[src/rtl/alu_pkg.sv]
// Shared definitions for the pipelined integer execution unit:
// opcode encoding, opcode width and a branch-classification helper.
package alu_pkg;

  localparam int OP_W = 5;

  // Register/immediate arithmetic (bit 4 clear)
  localparam logic [OP_W-1:0] OP_ADD  = 5'd0;
  localparam logic [OP_W-1:0] OP_SUB  = 5'd1;
  localparam logic [OP_W-1:0] OP_SLL  = 5'd2;
  localparam logic [OP_W-1:0] OP_SLT  = 5'd3;
  localparam logic [OP_W-1:0] OP_SLTU = 5'd4;
  localparam logic [OP_W-1:0] OP_XOR  = 5'd5;
  localparam logic [OP_W-1:0] OP_SRL  = 5'd6;
  localparam logic [OP_W-1:0] OP_SRA  = 5'd7;
  localparam logic [OP_W-1:0] OP_OR   = 5'd8;
  localparam logic [OP_W-1:0] OP_AND  = 5'd9;

  // Conditional branches (bit 4 set)
  localparam logic [OP_W-1:0] OP_BEQ  = 5'd16;
  localparam logic [OP_W-1:0] OP_BNE  = 5'd17;
  localparam logic [OP_W-1:0] OP_BLT  = 5'd18;
  localparam logic [OP_W-1:0] OP_BGE  = 5'd19;
  localparam logic [OP_W-1:0] OP_BLTU = 5'd20;
  localparam logic [OP_W-1:0] OP_BGEU = 5'd21;

  // Only the six defined branch codes count as branches; other codes with
  // bit 4 set are undefined and behave like a non-branch producing zero.
  function automatic logic is_branch(input logic [OP_W-1:0] op);
    logic res;
    case (op)
      OP_BEQ, OP_BNE, OP_BLT, OP_BGE, OP_BLTU, OP_BGEU: res = 1'b1;
      default:                                         res = 1'b0;
    endcase
    return res;
  endfunction

endpackage

[src/rtl/alu_core.sv]
// Purely combinational datapath: evaluates one ALU or branch op from
// already-registered operands.
module alu_core
  import alu_pkg::*;
#(
  parameter int XLEN = 32
) (
  input  logic [OP_W-1:0] op,
  input  logic [XLEN-1:0] a,
  input  logic [XLEN-1:0] b,
  input  logic [XLEN-1:0] pc,
  input  logic [XLEN-1:0] imm,
  output logic [XLEN-1:0] value,
  output logic            taken,
  output logic            branch,
  output logic [XLEN-1:0] target
);

  localparam int SHW = $clog2(XLEN);

  logic [SHW-1:0] shamt_s;
  logic           lt_signed_s;
  logic           lt_unsigned_s;

  assign shamt_s       = b[SHW-1:0];
  assign lt_signed_s   = ($signed(a) < $signed(b));
  assign lt_unsigned_s = (a < b);

  // Operation decode; branches report 0/1 on value and a target, all
  // other ops leave taken/target at zero.
  always_comb begin
    value  = {XLEN{1'b0}};
    taken  = 1'b0;
    target = {XLEN{1'b0}};
    branch = is_branch(op);
    case (op)
      OP_ADD:  value = a + b;
      OP_SUB:  value = a - b;
      OP_SLL:  value = a << shamt_s;
      OP_SLT:  value = {{(XLEN-1){1'b0}}, lt_signed_s};
      OP_SLTU: value = {{(XLEN-1){1'b0}}, lt_unsigned_s};
      OP_XOR:  value = a ^ b;
      OP_SRL:  value = a >> shamt_s;
      OP_SRA:  value = $unsigned($signed(a) >>> shamt_s);
      OP_OR:   value = a | b;
      OP_AND:  value = a & b;
      OP_BEQ:  taken = (a == b);
      OP_BNE:  taken = (a != b);
      OP_BLT:  taken = lt_signed_s;
      OP_BGE:  taken = !lt_signed_s;
      OP_BLTU: taken = lt_unsigned_s;
      OP_BGEU: taken = !lt_unsigned_s;
      default: value = {XLEN{1'b0}};
    endcase
    if (branch) begin
      value  = {{(XLEN-1){1'b0}}, taken};
      target = pc + imm;
    end else begin
      target = {XLEN{1'b0}};
    end
  end

endmodule

[src/rtl/alu_pipe.sv]
// Pipelined integer execution unit: optional operand register stage,
// combinational ALU, result register, valid/ready backpressure, global
// freeze (rdy_in) and mispredict flush.
module alu_pipe
  import alu_pkg::*;
#(
  parameter int XLEN   = 32,
  parameter int TAG_W  = 4,
  parameter int STAGES = 2
) (
  input  logic             clk_in,
  input  logic             rst_in,
  input  logic             rdy_in,
  input  logic             flush_in,
  input  logic             in_valid,
  output logic             in_ready,
  input  logic [OP_W-1:0]  in_op,
  input  logic [XLEN-1:0]  in_a,
  input  logic [XLEN-1:0]  in_b,
  input  logic [XLEN-1:0]  in_pc,
  input  logic [XLEN-1:0]  in_imm,
  input  logic [TAG_W-1:0] in_tag,
  output logic             out_valid,
  input  logic             out_ready,
  output logic [TAG_W-1:0] out_tag,
  output logic [XLEN-1:0]  out_value,
  output logic             out_is_branch,
  output logic             out_taken,
  output logic [XLEN-1:0]  out_target
);

  // Result (final) stage registers
  logic             out_valid_r;
  logic [TAG_W-1:0] out_tag_r;
  logic [XLEN-1:0]  out_value_r;
  logic             out_is_branch_r;
  logic             out_taken_r;
  logic [XLEN-1:0]  out_target_r;

  // Operands feeding the final stage (registered or straight from input)
  logic             feed_valid_s;
  logic [OP_W-1:0]  feed_op_s;
  logic [XLEN-1:0]  feed_a_s;
  logic [XLEN-1:0]  feed_b_s;
  logic [XLEN-1:0]  feed_pc_s;
  logic [XLEN-1:0]  feed_imm_s;
  logic [TAG_W-1:0] feed_tag_s;

  logic             out_stage_ready_s;
  logic             ready0_s;
  logic             in_ready_s;
  logic             in_accept_s;

  logic [XLEN-1:0]  core_value_s;
  logic             core_taken_s;
  logic             core_branch_s;
  logic [XLEN-1:0]  core_target_s;

  assign out_stage_ready_s = !out_valid_r || out_ready;
  assign in_ready_s        = ready0_s && rdy_in && !flush_in;
  assign in_accept_s       = in_valid && in_ready_s;
  assign in_ready          = in_ready_s;

  generate
    if (STAGES == 2) begin : g_two_stage
      logic             s0_valid_r;
      logic [OP_W-1:0]  s0_op_r;
      logic [XLEN-1:0]  s0_a_r;
      logic [XLEN-1:0]  s0_b_r;
      logic [XLEN-1:0]  s0_pc_r;
      logic [XLEN-1:0]  s0_imm_r;
      logic [TAG_W-1:0] s0_tag_r;

      assign ready0_s     = !s0_valid_r || out_stage_ready_s;
      assign feed_valid_s = s0_valid_r;
      assign feed_op_s    = s0_op_r;
      assign feed_a_s     = s0_a_r;
      assign feed_b_s     = s0_b_r;
      assign feed_pc_s    = s0_pc_r;
      assign feed_imm_s   = s0_imm_r;
      assign feed_tag_s   = s0_tag_r;

      // Operand register: captures the raw issue fields on acceptance
      always_ff @(posedge clk_in or negedge rst_in) begin
        if (!rst_in) begin
          s0_valid_r <= 1'b0;
          s0_op_r    <= {OP_W{1'b0}};
          s0_a_r     <= {XLEN{1'b0}};
          s0_b_r     <= {XLEN{1'b0}};
          s0_pc_r    <= {XLEN{1'b0}};
          s0_imm_r   <= {XLEN{1'b0}};
          s0_tag_r   <= {TAG_W{1'b0}};
        end else if (rdy_in) begin
          if (flush_in) begin
            s0_valid_r <= 1'b0;
          end else if (ready0_s) begin
            s0_valid_r <= in_accept_s;
            if (in_accept_s) begin
              s0_op_r  <= in_op;
              s0_a_r   <= in_a;
              s0_b_r   <= in_b;
              s0_pc_r  <= in_pc;
              s0_imm_r <= in_imm;
              s0_tag_r <= in_tag;
            end
          end
        end
      end
    end else begin : g_one_stage
      assign ready0_s     = out_stage_ready_s;
      assign feed_valid_s = in_accept_s;
      assign feed_op_s    = in_op;
      assign feed_a_s     = in_a;
      assign feed_b_s     = in_b;
      assign feed_pc_s    = in_pc;
      assign feed_imm_s   = in_imm;
      assign feed_tag_s   = in_tag;
    end
  endgenerate

  alu_core #(
    .XLEN (XLEN)
  ) u_core (
    .op     (feed_op_s),
    .a      (feed_a_s),
    .b      (feed_b_s),
    .pc     (feed_pc_s),
    .imm    (feed_imm_s),
    .value  (core_value_s),
    .taken  (core_taken_s),
    .branch (core_branch_s),
    .target (core_target_s)
  );

  // Result register: loads the computed result when the final stage advances
  always_ff @(posedge clk_in or negedge rst_in) begin
    if (!rst_in) begin
      out_valid_r     <= 1'b0;
      out_tag_r       <= {TAG_W{1'b0}};
      out_value_r     <= {XLEN{1'b0}};
      out_is_branch_r <= 1'b0;
      out_taken_r     <= 1'b0;
      out_target_r    <= {XLEN{1'b0}};
    end else if (rdy_in) begin
      if (flush_in) begin
        out_valid_r <= 1'b0;
      end else if (out_stage_ready_s) begin
        out_valid_r <= feed_valid_s;
        if (feed_valid_s) begin
          out_tag_r       <= feed_tag_s;
          out_value_r     <= core_value_s;
          out_is_branch_r <= core_branch_s;
          out_taken_r     <= core_taken_s;
          out_target_r    <= core_target_s;
        end
      end
    end
  end

  assign out_valid     = out_valid_r;
  assign out_tag       = out_tag_r;
  assign out_value     = out_value_r;
  assign out_is_branch = out_is_branch_r;
  assign out_taken     = out_taken_r;
  assign out_target    = out_target_r;

endmodule

[config.mk]
export PLATFORM = sky130hd
export DESIGN_NAME = alu_pipe
export DESIGN_NICKNAME = d
export VERILOG_FILES = /design/src/rtl/alu_pkg.sv /design/src/rtl/alu_core.sv /design/src/rtl/alu_pipe.sv
export SDC_FILE = /design/constraint.sdc
export NUM_CORES = 1
export LEC_CHECK = 0
export ABC_AREA = 1
export CORE_MARGIN = 10
export CORE_UTILIZATION = 45
export DETAILED_ROUTE_END_ITERATION = 8
export PLACE_DENSITY = 0.78
export RECOVER_POWER = 100
export SYNTH_ARGS = -nofsm -noshare
export SYNTH_HDL_FRONTEND = slang
export SYNTH_SLANG_ARGS = --single-unit
[constraint.sdc]
create_clock -name clk_in -period 3.1 [get_ports clk_in]
set_input_delay 0.62 -clock clk_in [delete_from_list [all_inputs] [get_ports clk_in]]
set_output_delay 0.62 -clock clk_in [all_outputs]
set_load 0.03 [all_outputs]
After elaboration in Yosys (flattened, before gate mapping)
Cells that the tools add are included.
- register bits after elaboration: 209
- input bits: 143
- add/sub/neg operators: 3
- $lt $le $gt $ge: 2
- equal/unequal tests: 17
- shift operators: 3
- muxes and demuxes: 9
- bitwise operators: 4
- reductions and logical operators: 18
- operators by type and width (operator ; number):
    $pmux 32 s10 ; 1
    $add 32x32->32 ; 2
    $lt 32x32->1 ; 2
    $mux 32 ; 2
    $and 32x32->32 ; 1
    $eq 32x32->1 ; 1
    $ne 32x32->1 ; 1
    $or 32x32->32 ; 1
    $shl 32x5->32 ; 1
    $shr 32x5->32 ; 1
    $sshr 32x5->32 ; 1
    $sub 32x32->32 ; 1
    $xor 32x32->32 ; 1
    $eq 5x5->1 const B ; 6
    $eq 5x3->1 const B ; 4
    $eq 5x2->1 const B ; 2
    $eq 5x4->1 const B ; 2
    $reduce_and 4->1 ; 2
    $pmux 1 s6 ; 1
    $reduce_or 6->1 ; 1
    $eq 5x1->1 const B ; 1
    $logic_not 1->1 ; 5
    $logic_not 5->1 ; 1
    $mux 1 ; 5
    other kinds (5) ; 10

Longest topological paths before layout
- depth after elaboration: 8
- depth in mapped cells: 21
- mapped depth without buffers: 18

Modules after synthesis
From an unflattened synthesis, not the netlist that was laid out.
- cells, all modules: 3194
- area total of the unflattened synthesis: 19986.7 um^2
- modules (own cells, without submodules) (module ; instances ; cells each ; area an instance (um^2) ; sequential area each (um^2)):
    alu_core ; 1 ; 2259 ; 11350.9 ; 0.0
    alu_pipe ; 1 ; 935 ; 8635.8 ; 5230.0

Worst setup path after synthesis
No wires, ideal clock.
- path type: reg-to-reg
- start: register g_two_stage.s0_b_r[3], in the netlist feed_b_s[3]
- end: register out_value_r[24], in the netlist out_value[24]
- library setup time: 0.121 ns
- arrival: 2.420 ns
- data required time: 2.979 ns
- slack: 0.559 ns
- stages on the path, launching flop included: 19
- buffers on the path: 4
- period minus slack after synthesis: 2.541 ns
- cell sequence: dfrtp_1 -> buf_2 -> inv_1 -> buf_2 -> buf_2 -> ha_1 -> buf_2 -> a21oi_1 -> nand2_1 -> nand2_1 -> nand3_1 -> nand2_1 -> nand2_1 -> nand2_1 -> nand3_1 -> nand3_1 -> nand2_1 -> o21bai_1 -> nand2_1
- cells in the longest elaborated chain, start to end: 3
- elaborated cells between the ends (all ways): 7
- those cells by class: add/sub: 2; shift: 3; mux: 2
- RTL lines (item ; line ; text):
    start: declaration ; alu_pipe.sv:69 ; logic [XLEN-1:0] s0_b_r;
    start signal: assignment ; alu_pipe.sv:89 ; s0_b_r <= {XLEN{1'b0}};
    start signal: assignment ; alu_pipe.sv:101 ; s0_b_r <= in_b;
    $sub 32x32->32 (tied with other cells) ; alu_core.sv:38 ; OP_SUB: value = a - b;
    $pmux 32 s10 (*) ; alu_core.sv:36 ; case (op)
    $mux 32 (*) ; alu_core.sv:55 ; if (branch) begin
    end signal: assignment ; alu_pipe.sv:140 ; out_value_r <= {XLEN{1'b0}};
    end signal: assignment ; alu_pipe.sv:151 ; out_value_r <= core_value_s;
    end: declaration ; alu_pipe.sv:35 ; logic [XLEN-1:0] out_value_r;
Every way passes the cells marked *; elsewhere a longest branch is shown, timed or not.
A chain may end at the register's enable or synchronous reset.

Worst setup path in the final report
- start: register g_two_stage.s0_b_r[0], in the netlist feed_b_s[0]
- end: register out_value_r[19], in the netlist out_value[19]
Same word-level chain as after synthesis.

==> results.py <==
metrics = {
    "status": {
        "status": "complete, but fails checks",
        "violations": "capacitance limit, slew limit",
    },
    "logic_synthesis": {
        "synthFlopType": "dfrtp_1",
        "avgSynthCellArea_um2": 6.47,
        "synth.largest_area_cell": "dfrtp_1",
        "async_reset_ff_share_pct": 100,
        "synth-xor-area-share_pct": 0.227,
        "synthDistinctLibCells": 58,
        "synth_compound_area_share_pct": 14.0,
        "synth.area.mux_share_pct": 3.79,
        "synth_area_mm2": 0.0193,
        "synth_seq_area_share_pct": 27.1,
        "ys_ff_latch": 209,
        "yosys.area_share.simple_pct": 36.7,
        "netlist_instances": 2981,
        "yosys_warnings": 0,
        "synth_top_family_by_area": "simple AND/OR/NAND/NOR gates",
        "synthAdderAreaFrac_pct": 8.81,
        "synth_top_area_share_pct": 27.1,
        "netlist_top_cells_area": "dfrtp_1, nand2_1, nand3_1, ha_1, a21oi_1",
        "synth_edf_count": 0,
        "synth.net_count": 3258,
    },
    "cells_and_area": {
        "layout.nets": 3474,
        "final_common_cell": "nand2_1",
        "fin_util_pct": 55.0,
        "area_growth_pct": 20.0,
        "drive_above_1_share_pct": 8.05,
        "layout_common_cells": "nand2_1, nand3_1, inv_1, nor2_1, a21oi_1",
        "n_fill_cell": 4251,
    },
    "global_route": {
        "overflow": 0,
        "grt_pass1_vias": 21227,
        "grt_max_degree": 77,
        "grt_pass1_wl_um": 127000,
        "antenna_found_initial": 8,
        "gr-usage-all-layers_pct": 32.1,
    },
    "power_and_ir_drop": {
        "p_sw_share_pct": 48.9,
        "leakagePower_nw": 11.9,
        "clkPwrFrac_pct": 22.0,
        "switchingPower_mw": 7.68,
        "irDropWorstVdd_mv": 0.467,
        "power.internal_mw": 8.01,
        "pwr-share-seq_pct": 23.3,
        "p_comb_share_pct": 54.7,
        "pwr_density_cell_mw_per_mm2": 678,
    },
    "routing": {
        "num_vias": 22107,
        "first_pass_iters": 6,
        "ant_nets": 0,
        "vias_per_cell": 5.88,
        "route.detailed.drc": 0,
        "totalWireLength_um": 85100,
        "drtIter0Drc": 2724,
        "wire_per_inst_um": 22.7,
    },
    "clock_tree": {
        "cts_tree": "done",
        "clock_sinks": 209,
        "clk_pin_slew_ps": 70,
        "htree_levels": 1,
        "cts.path.max_buffers": 3,
        "numCtsBuffers": 26,
        "cts_root_buffer": "clkbuf_16",
        "postCtsSetupRepairBufs": 0,
        "insertion_delay_ps": 590,
    },
    "worst_setup_path": {
        "arrival_ps": 3480,
        "startpoint_type": "flip-flop",
        "r2r_setup_slack_ps": 150,
        "crit_type": "flip-flop to flip-flop",
        "timing.rr.start": "feed_b_s[0]",
        "worst-r2r-cell-count": 14,
        "crit_path_end_kind": "flip-flop",
        "cp_max_fo": 35,
        "r2r_end": "out_value[19]",
        "required_ps": 3630,
    },
    "place": {
        "dpl_worst_slack_ps": 281,
        "dp_hpwl_um": 67300,
        "numPortBuffers": 214,
        "place.gp.congestion": 1.08,
    },
    "timing": {
        "layout_setup_ws_ps": 147,
        "drv_slew": 141,
        "setup_tns_ps": 0,
        "finalCritPeriodShare_pct": 95.2,
        "max_freq_mhz": 339,
        "fin_crit_ps": 2950,
        "relSlewSlack_pct": -32.3,
        "rsz0062_at_grt": "false",
        "setup_viol": 0,
        "hold_violations": 0,
        "skew_ps": 24.7,
        "worst_pin_slew_ps": 1980,
    },
    "die": {
        "fp.coreArea_mm2": 0.0421,
        "die_width_um": 227,
        "io_pins": 215,
        "start_util_pct": 45.8,
        "die_h_um": 227,
        "rows": 75,
        "die-area_mm2": 0.0516,
    },
    "min_path": {
        "holdPathEnd": "out_value[29]",
        "min_from": "out_value[29]",
        "min_path_type": "flip-flop to flip-flop",
        "holdPathStages": 2,
    },
    "job": {
        "drv_cap": 2,
    },
}
[power groups by stage]
stage	clock network, mW	logic (mW)	registers [mW]
after floorplan	0	5.10	3.92
after detailed placement	0	8.35	3.69
after global placement	0	8.36	3.68
after CTS	3.48	8.41	3.65
after global routing	3.58	9.30	3.71
final	3.45	8.59	3.66
[how the worst max path moves through the flow]
stage	to	slack, ps	start	depth (start not counted)
floorplan	out_value[24]	560	feed_b_s[3]	18
global placement	out_value[0]	310	feed_a_s[13]	14
detailed placement	out_value[0]	280	feed_a_s[13]	14
CTS	out_value[0]	250	feed_a_s[13]	14
global route	out_value[0]	30	feed_a_s[15]	14
finish	out_value[19]	150	feed_b_s[0]	14
[registers in the layout (all words and copies together), names as in the netlist]
name,flops
out_is_branch,1
feed_imm_s,32
out_tag,4
out_taken,1
feed_a_s,32
feed_b_s,32
feed_tag_s,4
out_value,32
feed_pc_s,32
out_valid,1
feed_op_s,5
out_target,32
feed_valid_s,1
[cells in the mapped netlist, types with 6 or more instances]
cell type	count
o22ai_1	13
or2_2	6
buf_4	15
clkbuf_1	25
nand3b_1	11
ha_1	131
mux2_2	64
dfrtp_1	209
o221ai_1	8
a21oi_1	221
buf_1	6
inv_1	284
o21bai_1	14
nand2_1	863
nand4_1	37
o211ai_1	20
o21ai_1	30
buf_6	8
nor2_1	277
nor2_2	8
o21ai_0	129
nand3_1	392
inv_2	13
nor3_1	30
buf_2	69
and2_1	11
o21a_1	12
[critical path, stage by stage, from the launching register on]
cell      delay (ps)
dfrtp_1          520
clkbuf_2         250
inv_6            280
nand2_1          230
nand3_1          120
nand2_1          160
o21ai_1          360
nand2_1          120
nand2_1          100
nand2_1           60
nand3b_1         170
nand2_1           70
nand2_1          200
o21ai_0          130
nand2_1           90
[cell families after synthesis]
| kind of cell | after synthesis |
|---|---|
| AND/OR/NAND/NOR | 1660 |
| AO/OA/AOI/OAI | 483 |
| buffers and inverters | 425 |
| flip-flops | 209 |
| adder cells (fa/ha/maj) | 134 |
| multiplexers | 65 |
| XOR/XNOR | 5 |
[routing by layer]
metal / up-vias / wire (um) / GRT usage (%)
li1: 10289 / - / -
met1: 10177 / 32500 / 38.9
met2: 1297 / 38200 / 51.8
met3: 330 / 8670 / 7.85
met4: 14 / 5680 / 17.8
met5: - / 94 / 0
[repair_timing]
item,4_1_cts,5_1_grt
endpoints found under the hold margin,5,0
hold buffers,1,0
gates resized for setup,0,1
setup endpoints to repair,0,1
[area by class of cell]
| cell class | instances | area [um^2] | area share, % |
|---|---|---|---|
| timing repair buffer | 312 | 2890 | 12.5 |
| inverter | 301 | 1140 | 4.92 |
| multi-input combinational | 2347 | 12200 | 52.9 |
| antenna | 1 | 2.50 | 0.0108 |
| tap | 539 | 674 | 2.91 |
| clock inverter | 13 | 209 | 0.902 |
| sequential | 209 | 5230 | 22.6 |
| clock buffer | 35 | 754 | 3.26 |
[per-stage QoR]
stage | power, mW | area [um^2] | std cells | hold WS [ps]
after floorplan | 9.02 | 19300 | 2981 | 324
after detailed placement | 12.0 | 22300 | 3707 | 464
final | 15.7 | 23200 | 3757 | 468
after global placement | 12.0 | 22300 | 3707 | 461
after global routing | 16.6 | 23200 | 3756 | 497
after CTS | 15.5 | 23200 | 3756 | 481
Power figures use the tool's default switching activity.
